`config.mk`:
```
export PLATFORM = sky130hd
export DESIGN_NAME = debug_mem_bridge_flat
export DESIGN_NICKNAME = d
export VERILOG_FILES = /design/src/rtl/debug_mem_bridge_if.sv /design/src/rtl/debug_mem_bridge.sv /design/src/flat_wrapper.sv
export SDC_FILE = /design/constraint.sdc
export NUM_CORES = 1
export LEC_CHECK = 0
export BUFFER_PORTS_ARGS = -buffer_cell sky130_fd_sc_hd__buf_2
export CAP_MARGIN = 20
export CORE_MARGIN = 2
export CORE_UTILIZATION = 49
export DETAILED_ROUTE_END_ITERATION = 6
export GPL_TIMING_DRIVEN = 0
export PLACE_DENSITY = 0.81
export SKIP_CTS_REPAIR_TIMING = 1
export SYNTH_ARGS = -nofsm -noshare
export SYNTH_HDL_FRONTEND = slang
export SYNTH_SLANG_ARGS = --single-unit
```
`constraint.sdc`:
```
create_clock -name cpu_clk -period 5.4 [get_ports cpu_clk]
set_clock_uncertainty 0.1 [all_clocks]
set_input_delay 0.54 -clock cpu_clk [delete_from_list [all_inputs] [get_ports cpu_clk]]
set_output_delay 0.54 -clock cpu_clk [all_outputs]
set_load 0.01 [all_outputs]
```
`src/rtl/debug_mem_bridge_if.sv`:
```
// Command / response / memory-port bundle between the UART command
// processor, the debug bridge and the CPU memory debug ports.
// slave  : bridge view (accepts commands, drives the memories)
// master : environment view (offers commands, models the memories)
interface debug_mem_bridge_if #(
  parameter int NUM_PORTS = 2,
  parameter int PSEL_W    = 2,
  parameter int ADDR_W    = 32,
  parameter int DATA_W    = 32,
  parameter int LEN_W     = 8
);
  logic                        cmd_valid;
  logic                        cmd_ready;
  logic                        cmd_write;
  logic [PSEL_W-1:0]           cmd_port;
  logic [ADDR_W-1:0]           cmd_addr;
  logic [DATA_W-1:0]           cmd_wdata;
  logic [LEN_W-1:0]            cmd_len;

  logic                        rsp_valid;
  logic                        rsp_ready;
  logic [DATA_W-1:0]           rsp_data;
  logic                        rsp_err;
  logic                        rsp_last;

  logic [ADDR_W-1:0]           mem_addr;
  logic [DATA_W-1:0]           mem_wdata;
  logic [NUM_PORTS-1:0]        mem_ce;
  logic [NUM_PORTS-1:0]        mem_we;
  logic [NUM_PORTS*DATA_W-1:0] mem_rdata;
  logic [NUM_PORTS-1:0]        mem_ready;

  modport slave (
    input  cmd_valid, cmd_write, cmd_port, cmd_addr, cmd_wdata, cmd_len,
    input  rsp_ready, mem_rdata, mem_ready,
    output cmd_ready, rsp_valid, rsp_data, rsp_err, rsp_last,
    output mem_addr, mem_wdata, mem_ce, mem_we
  );

  modport master (
    output cmd_valid, cmd_write, cmd_port, cmd_addr, cmd_wdata, cmd_len,
    output rsp_ready, mem_rdata, mem_ready,
    input  cmd_ready, rsp_valid, rsp_data, rsp_err, rsp_last,
    input  mem_addr, mem_wdata, mem_ce, mem_we
  );
endinterface

```
`src/rtl/debug_mem_bridge.sv`:
```
// Debug-monitor to memory bridge: routes single/burst read/write commands
// to one of NUM_PORTS memory debug ports, one beat at a time, with per-beat
// ready handshake, timeout, address auto-increment and CPU-halt gating.
//
// state | meaning
// ------+-----------------------------------------------------------
// IDLE  | cmd_ready high, waiting for a command
// ISSUE | one-cycle chip-enable (and write-enable) strobe on the port
// WAIT  | waiting for the port's ready, timeout counting down
// RESP  | beat response held until rsp_ready
// ERR   | single error response (bad port / CPU running), then IDLE
module debug_mem_bridge #(
  parameter int NUM_PORTS = 2,
  parameter int PSEL_W    = 2,
  parameter int ADDR_W    = 32,
  parameter int DATA_W    = 32,
  parameter int LEN_W     = 8,
  parameter int ADDR_STEP = 4,
  parameter int TIMEOUT   = 255
) (
  input logic               cpu_clk,
  input logic               sys_rst,
  input logic               cpu_halt,
  debug_mem_bridge_if.slave bus
);

  // Timeout counter is loaded with TIMEOUT-1 and counts down to zero.
  localparam int TMO_W = (TIMEOUT > 1) ? $clog2(TIMEOUT) : 1;

  typedef enum logic [2:0] {
    S_IDLE,
    S_ISSUE,
    S_WAIT,
    S_RESP,
    S_ERR
  } state_t;

  state_t               state_q, state_d;
  logic                 cmd_ready_q, cmd_ready_d;
  logic                 write_q, write_d;
  logic [PSEL_W-1:0]    port_q, port_d;
  logic [ADDR_W-1:0]    addr_q, addr_d;
  logic [DATA_W-1:0]    wdata_q, wdata_d;
  logic [LEN_W-1:0]     beat_q, beat_d;
  logic [TMO_W-1:0]     tmo_q, tmo_d;
  logic                 rsp_valid_q, rsp_valid_d;
  logic [DATA_W-1:0]    rsp_data_q, rsp_data_d;
  logic                 rsp_err_q, rsp_err_d;
  logic                 rsp_last_q, rsp_last_d;
  logic [NUM_PORTS-1:0] mem_ce_q, mem_ce_d;
  logic [NUM_PORTS-1:0] mem_we_q, mem_we_d;

  logic                 sel_ready;
  logic [DATA_W-1:0]    sel_rdata;
  logic [PSEL_W-1:0]    issue_port;
  logic [NUM_PORTS-1:0] issue_oh;
  logic                 port_ok;

  // Ready/read-data of the latched target port; other ports are ignored.
  always_comb begin
    sel_ready = 1'b0;
    sel_rdata = '0;
    for (int p = 0; p < NUM_PORTS; p++) begin
      if (port_q == PSEL_W'(p)) begin
        sel_ready = bus.mem_ready[p];
        sel_rdata = bus.mem_rdata[p*DATA_W +: DATA_W];
      end
    end
  end

  // One-hot strobe for the next ISSUE: the incoming port when leaving IDLE,
  // the latched port for later beats of a burst.
  always_comb begin
    issue_port = (state_q == S_IDLE) ? bus.cmd_port : port_q;
    issue_oh   = '0;
    for (int p = 0; p < NUM_PORTS; p++) begin
      issue_oh[p] = (issue_port == PSEL_W'(p));
    end
    port_ok = (int'(bus.cmd_port) < NUM_PORTS);
  end

  // Next-state and registered-output logic.
  always_comb begin
    state_d     = state_q;
    cmd_ready_d = cmd_ready_q;
    write_d     = write_q;
    port_d      = port_q;
    addr_d      = addr_q;
    wdata_d     = wdata_q;
    beat_d      = beat_q;
    tmo_d       = tmo_q;
    rsp_valid_d = rsp_valid_q;
    rsp_data_d  = rsp_data_q;
    rsp_err_d   = rsp_err_q;
    rsp_last_d  = rsp_last_q;
    mem_ce_d    = '0;
    mem_we_d    = '0;

    case (state_q)
      S_IDLE: begin
        if (bus.cmd_valid && cmd_ready_q) begin
          cmd_ready_d = 1'b0;
          write_d     = bus.cmd_write;
          port_d      = bus.cmd_port;
          addr_d      = bus.cmd_addr;
          wdata_d     = bus.cmd_wdata;
          beat_d      = bus.cmd_len;
          if (!port_ok || !cpu_halt) begin
            state_d     = S_ERR;
            rsp_valid_d = 1'b1;
            rsp_err_d   = 1'b1;
            rsp_last_d  = 1'b1;
            rsp_data_d  = '0;
          end else begin
            state_d  = S_ISSUE;
            mem_ce_d = issue_oh;
            mem_we_d = bus.cmd_write ? issue_oh : '0;
          end
        end
      end

      S_ISSUE: begin
        state_d = S_WAIT;
        tmo_d   = TMO_W'(TIMEOUT - 1);
      end

      S_WAIT: begin
        if (sel_ready) begin
          state_d     = S_RESP;
          rsp_valid_d = 1'b1;
          rsp_err_d   = 1'b0;
          rsp_last_d  = (beat_q == '0);
          rsp_data_d  = write_q ? '0 : sel_rdata;
        end else if (tmo_q == '0) begin
          state_d     = S_RESP;
          rsp_valid_d = 1'b1;
          rsp_err_d   = 1'b1;
          rsp_last_d  = 1'b1;
          rsp_data_d  = '0;
        end else begin
          tmo_d = tmo_q - 1'b1;
        end
      end

      S_RESP: begin
        if (bus.rsp_ready) begin
          rsp_valid_d = 1'b0;
          rsp_err_d   = 1'b0;
          rsp_last_d  = 1'b0;
          rsp_data_d  = '0;
          if (rsp_err_q || rsp_last_q) begin
            state_d     = S_IDLE;
            cmd_ready_d = 1'b1;
          end else begin
            addr_d = addr_q + ADDR_W'(ADDR_STEP);
            beat_d = beat_q - 1'b1;
            // Halt is re-checked before every strobe; a running CPU ends the burst.
            if (!cpu_halt) begin
              state_d     = S_ERR;
              rsp_valid_d = 1'b1;
              rsp_err_d   = 1'b1;
              rsp_last_d  = 1'b1;
            end else begin
              state_d  = S_ISSUE;
              mem_ce_d = issue_oh;
              mem_we_d = write_q ? issue_oh : '0;
            end
          end
        end
      end

      S_ERR: begin
        if (bus.rsp_ready) begin
          state_d     = S_IDLE;
          cmd_ready_d = 1'b1;
          rsp_valid_d = 1'b0;
          rsp_err_d   = 1'b0;
          rsp_last_d  = 1'b0;
          rsp_data_d  = '0;
        end
      end

      default: begin
        state_d     = S_IDLE;
        cmd_ready_d = 1'b1;
      end
    endcase
  end

  // State and output registers; reset abandons any burst in flight.
  always_ff @(posedge cpu_clk or posedge sys_rst) begin
    if (sys_rst) begin
      state_q     <= S_IDLE;
      cmd_ready_q <= 1'b1;
      write_q     <= 1'b0;
      port_q      <= '0;
      addr_q      <= '0;
      wdata_q     <= '0;
      beat_q      <= '0;
      tmo_q       <= '0;
      rsp_valid_q <= 1'b0;
      rsp_data_q  <= '0;
      rsp_err_q   <= 1'b0;
      rsp_last_q  <= 1'b0;
      mem_ce_q    <= '0;
      mem_we_q    <= '0;
    end else begin
      state_q     <= state_d;
      cmd_ready_q <= cmd_ready_d;
      write_q     <= write_d;
      port_q      <= port_d;
      addr_q      <= addr_d;
      wdata_q     <= wdata_d;
      beat_q      <= beat_d;
      tmo_q       <= tmo_d;
      rsp_valid_q <= rsp_valid_d;
      rsp_data_q  <= rsp_data_d;
      rsp_err_q   <= rsp_err_d;
      rsp_last_q  <= rsp_last_d;
      mem_ce_q    <= mem_ce_d;
      mem_we_q    <= mem_we_d;
    end
  end

  assign bus.cmd_ready = cmd_ready_q;
  assign bus.rsp_valid = rsp_valid_q;
  assign bus.rsp_data  = rsp_data_q;
  assign bus.rsp_err   = rsp_err_q;
  assign bus.rsp_last  = rsp_last_q;
  assign bus.mem_addr  = addr_q;
  assign bus.mem_wdata = wdata_q;
  assign bus.mem_ce    = mem_ce_q;
  assign bus.mem_we    = mem_we_q;

endmodule
```
`src/flat_wrapper.sv`:
```
// flat-port wrapper written by rule: the top's interface ports become plain ports
module debug_mem_bridge_flat 
#(
  parameter int NUM_PORTS = 2,
  parameter int PSEL_W    = 2,
  parameter int ADDR_W    = 32,
  parameter int DATA_W    = 32,
  parameter int LEN_W     = 8,
  parameter int ADDR_STEP = 4,
  parameter int TIMEOUT   = 255
)
  (cpu_clk, sys_rst, cpu_halt, bus_cmd_valid, bus_cmd_write, bus_cmd_port, bus_cmd_addr, bus_cmd_wdata, bus_cmd_len, bus_rsp_ready, bus_mem_rdata, bus_mem_ready, bus_cmd_ready, bus_rsp_valid, bus_rsp_data, bus_rsp_err, bus_rsp_last, bus_mem_addr, bus_mem_wdata, bus_mem_ce, bus_mem_we);
  debug_mem_bridge_if #(.NUM_PORTS(NUM_PORTS), .PSEL_W(PSEL_W), .ADDR_W(ADDR_W), .DATA_W(DATA_W), .LEN_W(LEN_W)) bus_i ();
  input logic cpu_clk;
  input logic sys_rst;
  input logic cpu_halt;
  input wire logic [$bits(bus_i.cmd_valid)-1:0] bus_cmd_valid;
  input wire logic [$bits(bus_i.cmd_write)-1:0] bus_cmd_write;
  input wire logic [$bits(bus_i.cmd_port)-1:0] bus_cmd_port;
  input wire logic [$bits(bus_i.cmd_addr)-1:0] bus_cmd_addr;
  input wire logic [$bits(bus_i.cmd_wdata)-1:0] bus_cmd_wdata;
  input wire logic [$bits(bus_i.cmd_len)-1:0] bus_cmd_len;
  input wire logic [$bits(bus_i.rsp_ready)-1:0] bus_rsp_ready;
  input wire logic [$bits(bus_i.mem_rdata)-1:0] bus_mem_rdata;
  input wire logic [$bits(bus_i.mem_ready)-1:0] bus_mem_ready;
  output wire logic [$bits(bus_i.cmd_ready)-1:0] bus_cmd_ready;
  output wire logic [$bits(bus_i.rsp_valid)-1:0] bus_rsp_valid;
  output wire logic [$bits(bus_i.rsp_data)-1:0] bus_rsp_data;
  output wire logic [$bits(bus_i.rsp_err)-1:0] bus_rsp_err;
  output wire logic [$bits(bus_i.rsp_last)-1:0] bus_rsp_last;
  output wire logic [$bits(bus_i.mem_addr)-1:0] bus_mem_addr;
  output wire logic [$bits(bus_i.mem_wdata)-1:0] bus_mem_wdata;
  output wire logic [$bits(bus_i.mem_ce)-1:0] bus_mem_ce;
  output wire logic [$bits(bus_i.mem_we)-1:0] bus_mem_we;
  assign bus_i.cmd_valid = bus_cmd_valid;
  assign bus_i.cmd_write = bus_cmd_write;
  assign bus_i.cmd_port = bus_cmd_port;
  assign bus_i.cmd_addr = bus_cmd_addr;
  assign bus_i.cmd_wdata = bus_cmd_wdata;
  assign bus_i.cmd_len = bus_cmd_len;
  assign bus_i.rsp_ready = bus_rsp_ready;
  assign bus_i.mem_rdata = bus_mem_rdata;
  assign bus_i.mem_ready = bus_mem_ready;
  assign bus_cmd_ready = bus_i.cmd_ready;
  assign bus_rsp_valid = bus_i.rsp_valid;
  assign bus_rsp_data = bus_i.rsp_data;
  assign bus_rsp_err = bus_i.rsp_err;
  assign bus_rsp_last = bus_i.rsp_last;
  assign bus_mem_addr = bus_i.mem_addr;
  assign bus_mem_wdata = bus_i.mem_wdata;
  assign bus_mem_ce = bus_i.mem_ce;
  assign bus_mem_we = bus_i.mem_we;
  debug_mem_bridge #(.NUM_PORTS(NUM_PORTS), .PSEL_W(PSEL_W), .ADDR_W(ADDR_W), .DATA_W(DATA_W), .LEN_W(LEN_W), .ADDR_STEP(ADDR_STEP), .TIMEOUT(TIMEOUT)) u_core (.cpu_clk(cpu_clk), .sys_rst(sys_rst), .cpu_halt(cpu_halt), .bus(bus_i));
endmodule
```
## Word-level counts from Yosys, hierarchy flattened

Index checks and enable logic that the tools add are counted.

| storage, ports and cells | value |
|---|---|
| flip-flop bits (word level) | 126 |
| latch bits | 0 |
| RAM bits | 0 |
| ROM bits | 0 |
| bits of input ports | 146 |
| memories kept | 0 |

| operators by class | value |
|---|---|
| $add $sub $neg | 3 |
| multiply operators | 0 |
| divide/modulo/power cells | 0 |
| order comparisons | 1 |
| equal/unequal tests | 16 |
| shifts and indexed selects | 0 |
| multiplexer cells | 64 |
| bitwise logic cells | 1 |
| reduce and logical (&&, ||, !) cells | 23 |

Operator list:

| operator | count |
|---|---|
| $mux 32 | 11 |
| $pmux 32 s3 | 1 |
| $pmux 32 s2 | 1 |
| $mux 8 | 5 |
| $add 32x3->32 const B | 1 |
| $pmux 8 s2 | 2 |
| $mux 2 | 13 |
| $mux 3 | 8 |
| $logic_not 8->1 | 2 |
| $mux 1 | 16 |
| $pmux 1 s4 | 4 |
| $sub 8x1->8 const B | 2 |
| $pmux 3 s5 | 1 |
| $ne 2x2->1 const B | 7 |
| $reduce_and 5->1 | 2 |
| $pmux 2 s2 | 2 |
| $reduce_and 4->1 | 2 |
| $eq 3x2->1 const B | 2 |
| $reduce_and 6->1 | 1 |
| $eq 2x1->1 const B | 2 |
| $logic_not 2->1 | 2 |
| $ne 2x1->1 const B | 2 |
| $reduce_bool 2->1 | 2 |
| $reduce_bool 4->1 | 1 |
| 13 further kinds | 16 |

## Longest topological paths before layout

Gate-level depths: netlist of run 1.

| logic depth | value |
|---|---|
| depth after elaboration | 8 |
| depth in mapped cells | 9 |
| gate-level depth less buffers | 7 |

## Worst setup path before layout of run 1

No wires, ideal clock.

| path | value |
|---|---|
| path type | register -> register |
| start | reg u_core.addr_q[2] (netlist: u_core.bus.mem_addr[2]) |
| end | reg u_core.addr_q[22] (netlist: u_core.bus.mem_addr[22]) |
| setup time | 128 ps |
| arrival time | 1959 ps |
| slack | 3213 ps |
| cell stages (with the launch flop) | 8 |
| buffers on the path | 1 |
| clock period less this slack | 2187 ps |
| path through | dfrtp_1 -> ha_1 -> nand4_1 -> or4b_1 -> buf_2 -> or2_1 -> nor4_1 -> nor3_1 |

| on the way | value |
|---|---|
| cells in the longest elaborated chain, start to end | 4 |

Ends and longest elaborated chain:

| what | RTL line | RTL |
|---|---|---|
| start: declaration | debug_mem_bridge.sv:42 | `logic [ADDR_W-1:0] addr_q, addr_d;` |
| start signal: assignment | debug_mem_bridge.sv:212 | `addr_q <= addr_d;` |
| $add 32x3->32 | debug_mem_bridge.sv:155 | `addr_d = addr_q + ADDR_W'(ADDR_STEP);` |
| $mux 32 | debug_mem_bridge.sv:151 | `if (rsp_err_q \|\| rsp_last_q) begin` |
| $mux 32 | debug_mem_bridge.sv:146 | `if (bus.rsp_ready) begin` |
| $pmux 32 s2 | debug_mem_bridge.sv:99 | `case (state_q)` |

No other way between the ends. The select of a mux whose other input is x is not followed.
A chain may end at the register's enable or synchronous reset.

## Final worst setup path of run 1

| path | value |
|---|---|
| start | reg u_core.state_q[1] |
| end | reg u_core.addr_q[13] (netlist: u_core.bus.mem_addr[13]) |

| on the way | value |
|---|---|
| cells in the longest elaborated chain, start to end | 3 |

Ends and longest elaborated chain:

| what | RTL line | RTL |
|---|---|---|
| start: declaration | debug_mem_bridge.sv:38 | `state_t state_q, state_d;` |
| start signal: assignment | debug_mem_bridge.sv:208 | `state_q <= state_d;` |
| $eq 3x2->1 / $logic_not 3->1 (equally long branches) | debug_mem_bridge.sv:99 |  |
| $ne 2x2->1 (no line) / $reduce_bool 2->1 (equally long branches) | n/a |  |
| $reduce_and 4->1 (no line) | n/a |  |

Parallel ways exist; a longest one is shown, timed or not.

==> flow_metrics.tcl, run 1 <==
set metrics [dict create \
    final_core_util_pct 66.5 \
    cp.arrival_ns 2.77 \
    async_flop_share_pct 100 \
    ys_seq_area_share_pct 50.2 \
    die_w_um 117 \
    seq_area_um2 3150 \
    fp.dieArea_um2 13700 \
    num_rows 41 \
    worst_hold_path_type "in -> async" \
    max_freq_mhz 394 \
    syn_inst 715 \
    finalSetupViolations 0 \
    synth_top_area_share_pct 49.8 \
    placed_area_um2 7780 \
    grt_max_degree 88 \
    fillers 1053 \
    worst_ir_drop_vdd_mv 0.204 \
    timing.hold.ws_ns 0.0135 \
    critical_path.max_fanout 10 \
    synth_top_cell_by_area "dfrtp_1" \
    antenna_found_initial 2 \
    dp_slack_ns 2.85 \
    multi_input_area_um2 2880 \
    drc 0 \
    period_share_pct 47.0 \
    core_um2 12600 \
    synth_cell_types 57 \
    syn-num-nets 865 \
    synth_ff_type "dfrtp_1" \
    dp_cells 1137 \
    synth_area_leaders "dfrtp_1 50%, nand2_1 11%, mux2i_1 5.4%" \
    slew_violations 0 \
    synth_edf_count 0 \
    finalHoldViolCount 0 \
    io_pins 250 \
    num_antenna_cells 0 \
    grt_overflow 0 \
    p_leak_nw 4.55 \
    avgRoutedWirePerCell_um 16.0 \
    dr.pass1.iters 5 \
    syn-cell-area_um2 6280 \
    fin_ws_ns 2.86 \
    grt_pass1_wl_um 28700 \
    rsz0062_at_grt "false" \
    ys_ff_latch 126 \
    clockRootBuffer "clkbuf_16" \
    worstSetupPathType "reg -> reg" \
    power_mw 2.18 \
    end_kind "register" \
    final_area_um2 8360 \
    worst_pin_slew_ns 0.700 \
    hpwl_um 13500 \
    drtAntennaViolNets 0 \
    area_delta_synth_final_pct 33.0 \
    slew_headroom_pct 53.3 \
    min_period_ns 2.54 \
    via_count 6344 \
    via_per_inst 5.43 \
    clock_sinks 126 \
    critPathLaunchType "register" \
    port_buffers 249 \
    finalSetupTns_ns 0 \
    drt_iter0_markers 473 \
    cts_tree "yes" \
    grt_pass1_vias 5732 \
    avgSynthCellArea_um2 8.79 \
    finalWeightedCongestion 0.917 \
    cts_buffers 17 \
    finalNetCount 1134 \
    cp.required_ns 5.64 \
    clk_pin_slew_ns 0.06 \
    initial_core_util_pct 50.0 \
    r2r_cells 7 \
    htreeDepth 4 \
    grt_usage_pct 27.1 \
    final_cells 1168 \
    max_cap_viol_count 0 \
    yosys_warnings 0 \
    clockBufferDepth 2 \
    clock_latency_ns 0.42 \
    chipHeight_um 117 \
    status "complete, no violations" \
    drive_gt1_share_pct 30.7 \
    power_density_nw_per_um2 260 \
    routed_wl_um 18700 \
]
## flip-flops by register name, summed over array words and instances (netlist names)
signal                count
u_core.beat_q             8
u_core.bus.cmd_ready      1
u_core.bus.mem_addr      32
u_core.bus.mem_ce         2
u_core.bus.mem_wdata     32
u_core.bus.mem_we         2
u_core.bus.rsp_data      32
u_core.bus.rsp_err        1
u_core.bus.rsp_last       1
u_core.bus.rsp_valid      1
u_core.port_q             2
u_core.state_q            3
u_core.tmo_q              8
u_core.write_q            1
## metal layers
metal  GRT usage, %  up-vias  part of all wire [%]
met2           42.4      278                    48
met4           10.8        4                   2.1
met3           6.80       37                   7.3
met5              0        -                  0.13
li1               -     3039                     -
met1           36.5     2986                    42
## cell type report
type / count / share of cell area [%]
Inverter: 14 / 0.689
Sequential cell: 126 / 37.7
Clock inverter: 11 / 1.72
Tap cell: 172 / 2.57
Clock buffer: 20 / 5.22
Timing Repair Buffer: 250 / 15.2
Multi-Input combinational cell: 529 / 34.5
Buffer: 46 / 2.32
## final timing paths
path,from,slack (ns),to
worst max-delay path,u_core.state_q[1]$_DFFE_PP0P_,2.86,u_core.bus.mem_addr[13]$_DFFE_PP0P_
worst min-delay path,sys_rst,0.01,u_core.bus.mem_wdata[6]$_DFFE_PP0P_
worst max register to register,u_core.state_q[1]$_DFFE_PP0P_,2.86,u_core.bus.mem_addr[13]$_DFFE_PP0P_
worst min register to register,u_core.bus.mem_addr[0]$_DFFE_PP0P_,0.37,u_core.bus.mem_addr[0]$_DFFE_PP0P_
max in group asynchronous,sys_rst,4.43,u_core.bus.mem_addr[22]$_DFFE_PP0P_
min in group cpu_clk,bus_cmd_wdata[18],0.21,u_core.bus.mem_wdata[18]$_DFFE_PP0P_
## kinds of logic (layout without fill, tap and decap cells)
kind of cell	count (synthesis)	in the layout	share of synthesized area, %
AOI/OAI and AO/OA	159	159	15.2
and+or+nand+nor	325	325	23.4
DFF	126	126	50.2
adders and majority gates	4	4	0.797
xor gates and xnor gates	6	6	0.836
buffers and inverters	60	341	3.92
muxes	35	35	5.60
## cell usage after synthesis (6+ instances only)
| cell type | instances |
|---|---|
| nand2_1 | 180 |
| o21ai_0 | 54 |
| a21oi_1 | 43 |
| nor3_1 | 24 |
| xnor2_1 | 6 |
| nor4_1 | 7 |
| a31oi_1 | 6 |
| buf_2 | 17 |
| clkbuf_1 | 25 |
| mux2i_1 | 34 |
| nor2_1 | 44 |
| nand3_1 | 17 |
| dfrtp_1 | 125 |
| o22ai_1 | 8 |
| a311oi_1 | 8 |
| o21ai_1 | 8 |
| or3_1 | 9 |
| and2_1 | 6 |
| inv_1 | 14 |
| and3_1 | 8 |
## critical path, stage by stage, from the launching register on
cell and delay (ns):
dfrtp_1 0.33, buf_2 0.19, and3b_1 0.20, clkbuf_1 0.37, buf_2 0.34, clkbuf_1 0.52
o21ai_0 0.18, a31oi_1 0.21
## report_power, final
part           total [mW]  switching (mW)  internal (mW)
combinational      0.0953          0.0459         0.0493
clock                1.13           0.415          0.720
sequential          0.945               0          0.945
total                2.18           0.461           1.71
## layout by cell type (no fill, tap or decap), types with 3 or more instances in the layout
cell type     n
a211oi_1      3
a21oi_1      43
a311oi_1      8
a31oi_1       6
and2_1        6
and3_1        8
and4_1        4
buf_1         4
buf_2       266
bufinv_16     3
clkbuf_1     28
clkbuf_16    17
clkinv_2      3
clkinvlp_4    4
dfrtp_1     125
ha_1          4
inv_1        13
mux2i_1      34
nand2_1     180
nand3_1      17
nand4_1       4
nor2_1       44
nor2b_1       3
nor3_1       24
nor4_1        7
o21a_1        3
o21ai_0      54
o21ai_1       8
o22a_1        5
o22ai_1       8
o31ai_1       5
or3_1         9
xnor2_1       6
No activity file was read; power rests on OpenSTA's default activity.
==> run 2: changes to the inputs <==
==> constraint.sdc (replaced) <==
create_clock -name cpu_clk -period 2.7 [get_ports cpu_clk]
set_clock_uncertainty 0.1 [all_clocks]
set_input_delay 0.27 -clock cpu_clk [delete_from_list [all_inputs] [get_ports cpu_clk]]
set_output_delay 0.27 -clock cpu_clk [all_outputs]
set_load 0.01 [all_outputs]
==> flow_metrics.tcl, run 2 (same netlist as run 1, synthesis figures left out) <==
set metrics [dict create \
    status "finished with violations" \
    failed_checks "hold timing" \
    grt_pass1_vias 5925 \
    core_um2 12600 \
    clock_latency_ns 0.42 \
    max_cap_viol_count 0 \
    critical_path.max_fanout 10 \
    finalSetupViolations 0 \
    grt_overflow 0 \
    avgRoutedWirePerCell_um 16.6 \
    cp.depth 7 \
    dp_slack_ns 0.193 \
    drc 0 \
    die_w_um 117 \
    clkPwrFrac_pct 54.0 \
    drt_iter0_markers 499 \
    timing.hold.ws_ns -0.0126 \
    finalWeightedCongestion 0.954 \
    cts_tree "yes" \
    final_cells 1208 \
    clk_pin_slew_ns 0.06 \
    hpwl_um 13700 \
    initial_core_util_pct 50.0 \
    clock_sinks 126 \
    worstSetupPathType "reg -> reg" \
    critPathLaunchType "register" \
    worst_pin_slew_ns 0.707 \
    slew_headroom_pct 52.9 \
    cp.required_ns 2.95 \
    cp.arrival_ns 2.81 \
    num_rows 41 \
    cp-endpoint "u_core.beat_q[0]$_DFFE_PP0P_" \
    power_density_nw_per_um2 525 \
    grt_max_degree 43 \
    slew_violations 0 \
    slowest_delay_ns 0.58 \
    num_antenna_cells 0 \
    p_int_mw 3.67 \
    clockRootBuffer "clkbuf_16" \
    crit_family "buffers and inverters" \
    reg2reg_to "u_core.beat_q[0]$_DFFE_PP0P_" \
    max_freq_mhz 391 \
    min_period_ns 2.56 \
    cp_num_buf_inv 3 \
    switchingPower_mw 0.968 \
    antenna_found_initial 1 \
    port_buffers 249 \
    cpMostUsedCell "clkbuf_1" \
    fin_ws_ns 0.139 \
    finalSetupTns_ns 0 \
    routed_wl_um 20000 \
    area_delta_synth_final_pct 40.5 \
    combPwrFrac_pct 5.3 \
    clockBufferDepth 2 \
    io_pins 250 \
    r2r_cells 7 \
    rr_startpoint "u_core.state_q[1]$_DFFE_PP0P_" \
    period_share_pct 94.8 \
    layout_common_cells "266 x buf_2, 180 x nand2_1, 125 x dfrtp_1" \
    power_mw 4.64 \
    final_core_util_pct 70.3 \
    swShare_pct 20.9 \
    cts_buffers 17 \
    layout_commonest_cell "buf_2" \
    fp.dieArea_um2 13700 \
    drtAntennaViolNets 0 \
    worst_ir_drop_vdd_mv 0.314 \
    grt_usage_pct 27.5 \
    end_kind "register" \
    chipHeight_um 117 \
    cp_cell_sequence "buf_2 -> nor3_2 -> and2_1 -> clkbuf_1 -> clkbuf_1 -> nand3_1 -> nand2_1" \
    htreeDepth 4 \
    via_per_inst 5.53 \
    slowest_stage "clkbuf_1" \
    worst_hold_path_type "in -> reg" \
    dp_cells 1139 \
    finalHoldViolCount 1 \
    via_count 6685 \
    finalNetCount 1174 \
    crit_start "u_core.state_q[1]$_DFFE_PP0P_" \
    p_leak_nw 4.76 \
    grt_pass1_wl_um 29200 \
    dr.pass1.iters 7 \
    reg2reg_slack_ns 0.14 \
    share_seq_of_total_power_pct 40.8 \
    drive_gt1_share_pct 29.9 \
]
run 2: cell count changes in the layout (fill, tap and decap cells not counted), sizes merged:
| cell | previous run | this run |
|---|---|---|
| clkinv | 4 | 6 |
| clkinvlp | 4 | 1 |
| clkbuf | 45 | 43 |
| dlygate4sd3 | 0 | 38 |
| buf | 271 | 273 |
| inv | 14 | 15 |
| bufinv | 3 | 5 |
run 2: tightest hold or removal path, cell delays in order:
cell     delay (ns)
buf_2          0.08
nand3_1        0.06
nand2_1        0.06
run 2: metal layers:
metal,routed length (µm),share of wire (%),GRT usage [%],vias to the layer above
met3,1560,7.8,7.21,71
met4,649,3.2,11.8,2
met1,8010,40,36.1,3157
li1,-,-,-,3118
met2,9810,49,43.1,337
met5,13,0.065,0,-
run 2: area by class of cell:
cell class	count	area (µm²)
plain buffers	46	194
clock buffers	18	429
clock inverters	13	213
fillers	987	3740
inverters	14	56.3
multi-input cells	529	2880
flip-flops and latches	126	3150
well taps	172	215
repair buffers	290	1690
run 2: power groups by stage:
stage                     registers, mW  logic, mW  clock network, mW
after global placement             1.92      0.185                  0
final                              1.89      0.245               2.50
after CTS                          1.89      0.200               2.52
after global routing               1.89      0.269               2.62
after detailed placement           1.92      0.199                  0
after floorplan                    1.92     0.0616                  0
run 2: worst min path at each step:
stage / end / slack [ns] / start / depth (start not counted)
final: u_core.bus.mem_addr[2]$_DFFE_PP0P_ / -0.01 / bus_cmd_addr[2] / 3
after global routing: u_core.beat_q[0]$_DFFE_PP0P_ / 0.0002 / bus_cmd_len[0] / 3
after CTS: u_core.bus.mem_addr[2]$_DFFE_PP0P_ / -0.22 / sys_rst / 2
after detailed placement: u_core.beat_q[3]$_DFFE_PP0P_ / 0.22 / sys_rst / 2
after global placement: u_core.bus.mem_addr[0]$_DFFE_PP0P_ / 0.35 / u_core.bus.mem_addr[0]$_DFFE_PP0P_ / 2
after floorplan: u_core.bus.mem_addr[0]$_DFFE_PP0P_ / 0.28 / bus_cmd_addr[0] / 2
run 2: stage by stage:
| stage | area [µm²] | hold slack [ns] |
|---|---|---|
| after floorplan | 6290 | 0.275 |
| final | 8830 | -0.0126 |
| after detailed placement | 7810 | 0.217 |
| after global placement | 7750 | 0.353 |
| after global routing | 8830 | 0.000196 |
| after CTS | 8450 | -0.222 |
==> run 3: changes to the inputs <==
--- a/config.mk
+++ b/config.mk
@@ -6,11 +6,9 @@
 export NUM_CORES = 1
 export LEC_CHECK = 0
 export BUFFER_PORTS_ARGS = -buffer_cell sky130_fd_sc_hd__buf_2
-export CAP_MARGIN = 20
 export CORE_MARGIN = 2
 export CORE_UTILIZATION = 49
 export DETAILED_ROUTE_END_ITERATION = 6
-export GPL_TIMING_DRIVEN = 0
 export PLACE_DENSITY = 0.81
 export SKIP_CTS_REPAIR_TIMING = 1
 export SYNTH_ARGS = -nofsm -noshare
==> flow_metrics.tcl, run 3 (same netlist as run 1, synthesis figures left out) <==
set metrics [dict create \
    status "finished with violations" \
    failed_checks "hold timing" \
    finalSetupTns_ns 0 \
    cp_num_buf_inv 0 \
    clock_sinks 126 \
    fp.dieArea_um2 13700 \
    slew_headroom_pct 40.0 \
    power_density_nw_per_um2 518 \
    grt_max_degree 61 \
    critical_path.max_fanout 5 \
    final_core_util_pct 69.7 \
    cp_cell_sequence "ha_1 -> nand4_1 -> or4b_1 -> or2_1 -> nor4_1 -> nor3_1" \
    cts_buffers 17 \
    dp_cells 1108 \
    cts_tree "yes" \
    max_cap_viol_count 0 \
    slowest_delay_ns 0.66 \
    min_period_ns 2.26 \
    io_pins 250 \
    via_count 6308 \
    finalWeightedCongestion 0.930 \
    worst_ir_drop_vdd_mv 0.458 \
    num_antenna_cells 0 \
    fillers 970 \
    grt_pass1_vias 5486 \
    rsz0062_at_grt "false" \
    avgRoutedWirePerCell_um 15.6 \
    via_per_inst 5.35 \
    routed_wl_um 18500 \
    drt_iter0_markers 475 \
    end_kind "register" \
    port_buffers 249 \
    layout_commonest_cell "buf_2" \
    layout_common_cells "249 x buf_2, 180 x nand2_1, 124 x dfrtp_1" \
    worst_hold_path_type "in -> reg" \
    p_leak_nw 4.73 \
    critPathLaunchType "register" \
    clk_pin_slew_ns 0.06 \
    worstSetupPathType "reg -> reg" \
    finalNetCount 1145 \
    core_um2 12600 \
    area_delta_synth_final_pct 39.3 \
    finalSetupViolations 0 \
    grt_usage_pct 25.1 \
    slowest_stage "or4b_1" \
    cp.arrival_ns 2.46 \
    slew_violations 0 \
    antenna_found_initial 1 \
    dr.pass1.iters 4 \
    die_w_um 117 \
    num_rows 41 \
    finalHoldViolCount 1 \
    period_share_pct 83.8 \
    grt_overflow 0 \
    drtAntennaViolNets 0 \
    initial_core_util_pct 50.0 \
    drc 0 \
    hpwl_um 12300 \
    timing.hold.ws_ns -0.00636 \
    final_cells 1180 \
    worst_pin_slew_ns 0.899 \
    clock_latency_ns 0.42 \
    grt_pass1_wl_um 26600 \
    htreeDepth 4 \
    crit_family "simple AND/OR/NAND/NOR gates" \
    cp.required_ns 2.90 \
    clockBufferDepth 2 \
    chipHeight_um 117 \
    max_freq_mhz 442 \
    clockRootBuffer "clkbuf_16" \
    drive_gt1_share_pct 31.2 \
]
## run 3: layout make-up
class                   instances  area, µm²  area share [%]
clock buffers                  22        494            5.65
multi-input cells             529       2890            33.0
inverters                      14       56.3           0.643
flip-flops and latches        126       3160            36.0
clock inverters                10        134            1.53
repair buffers                307       1810            20.6
well taps                     172        215            2.46
## run 3: metrics by stage
step / setup WS (ns) / hold slack (ns) / cell area (µm²) / power, mW
5_1_grt: 0.256 / 0.0243 / 8750 / 4.67
3_3_place_gp: 0.477 / 0.346 / 7730 / 2.12
2_1_floorplan: 0.513 / 0.275 / 6290 / 1.98
6_report: 0.436 / -0.00636 / 8750 / 4.54
4_1_cts: 0.441 / -0.111 / 8350 / 4.52
3_5_place_dp: 0.437 / 0.340 / 7730 / 2.12
## run 3: where the power goes
part           total (mW)  switching (mW)  leakage [nW]  internal (mW)
clock network        2.41           0.839         0.308           1.57
registers            1.89               0          1.70           1.89
logic               0.243           0.104          2.73          0.139
total                4.54           0.942          4.73           3.60
## run 3: final timing paths
kind | slack (ns) | cells past startpoint | endpoint | from
worst min-delay path | -0.006 | 3 | u_core.bus.mem_addr[31]$_DFFE_PP0P_ | bus_cmd_addr[31]
max in group asynchronous | 1.40 | 4 | u_core.bus.mem_wdata[6]$_DFFE_PP0P_ | sys_rst
worst max register to register | 0.44 | 6 | u_core.bus.mem_addr[22]$_DFFE_PP0P_ | u_core.bus.mem_addr[2]$_DFFE_PP0P_
worst min register to register | 0.37 | 2 | u_core.bus.mem_addr[1]$_DFFE_PP0P_ | u_core.bus.mem_addr[1]$_DFFE_PP0P_
min in group asynchronous | 0.43 | 3 | u_core.tmo_q[3]$_DFFE_PP0P_ | sys_rst
worst max-delay path | 0.44 | 6 | u_core.bus.mem_addr[22]$_DFFE_PP0P_ | u_core.bus.mem_addr[2]$_DFFE_PP0P_
## run 3: layer usage
metal  GRT usage [%]  vias up  wire, µm
met5               0        -        13
met4            9.73        2       407
met3            6.54       45      1240
met2            40.9      251      9330
met1            32.1     2944      7470
li1                -     3066         -
## run 3: worst min-delay path: cells and delay by family
family	cells	cell delay, ns
buffers and inverters	1	0.08
AND/OR/NAND/NOR	2	0.13
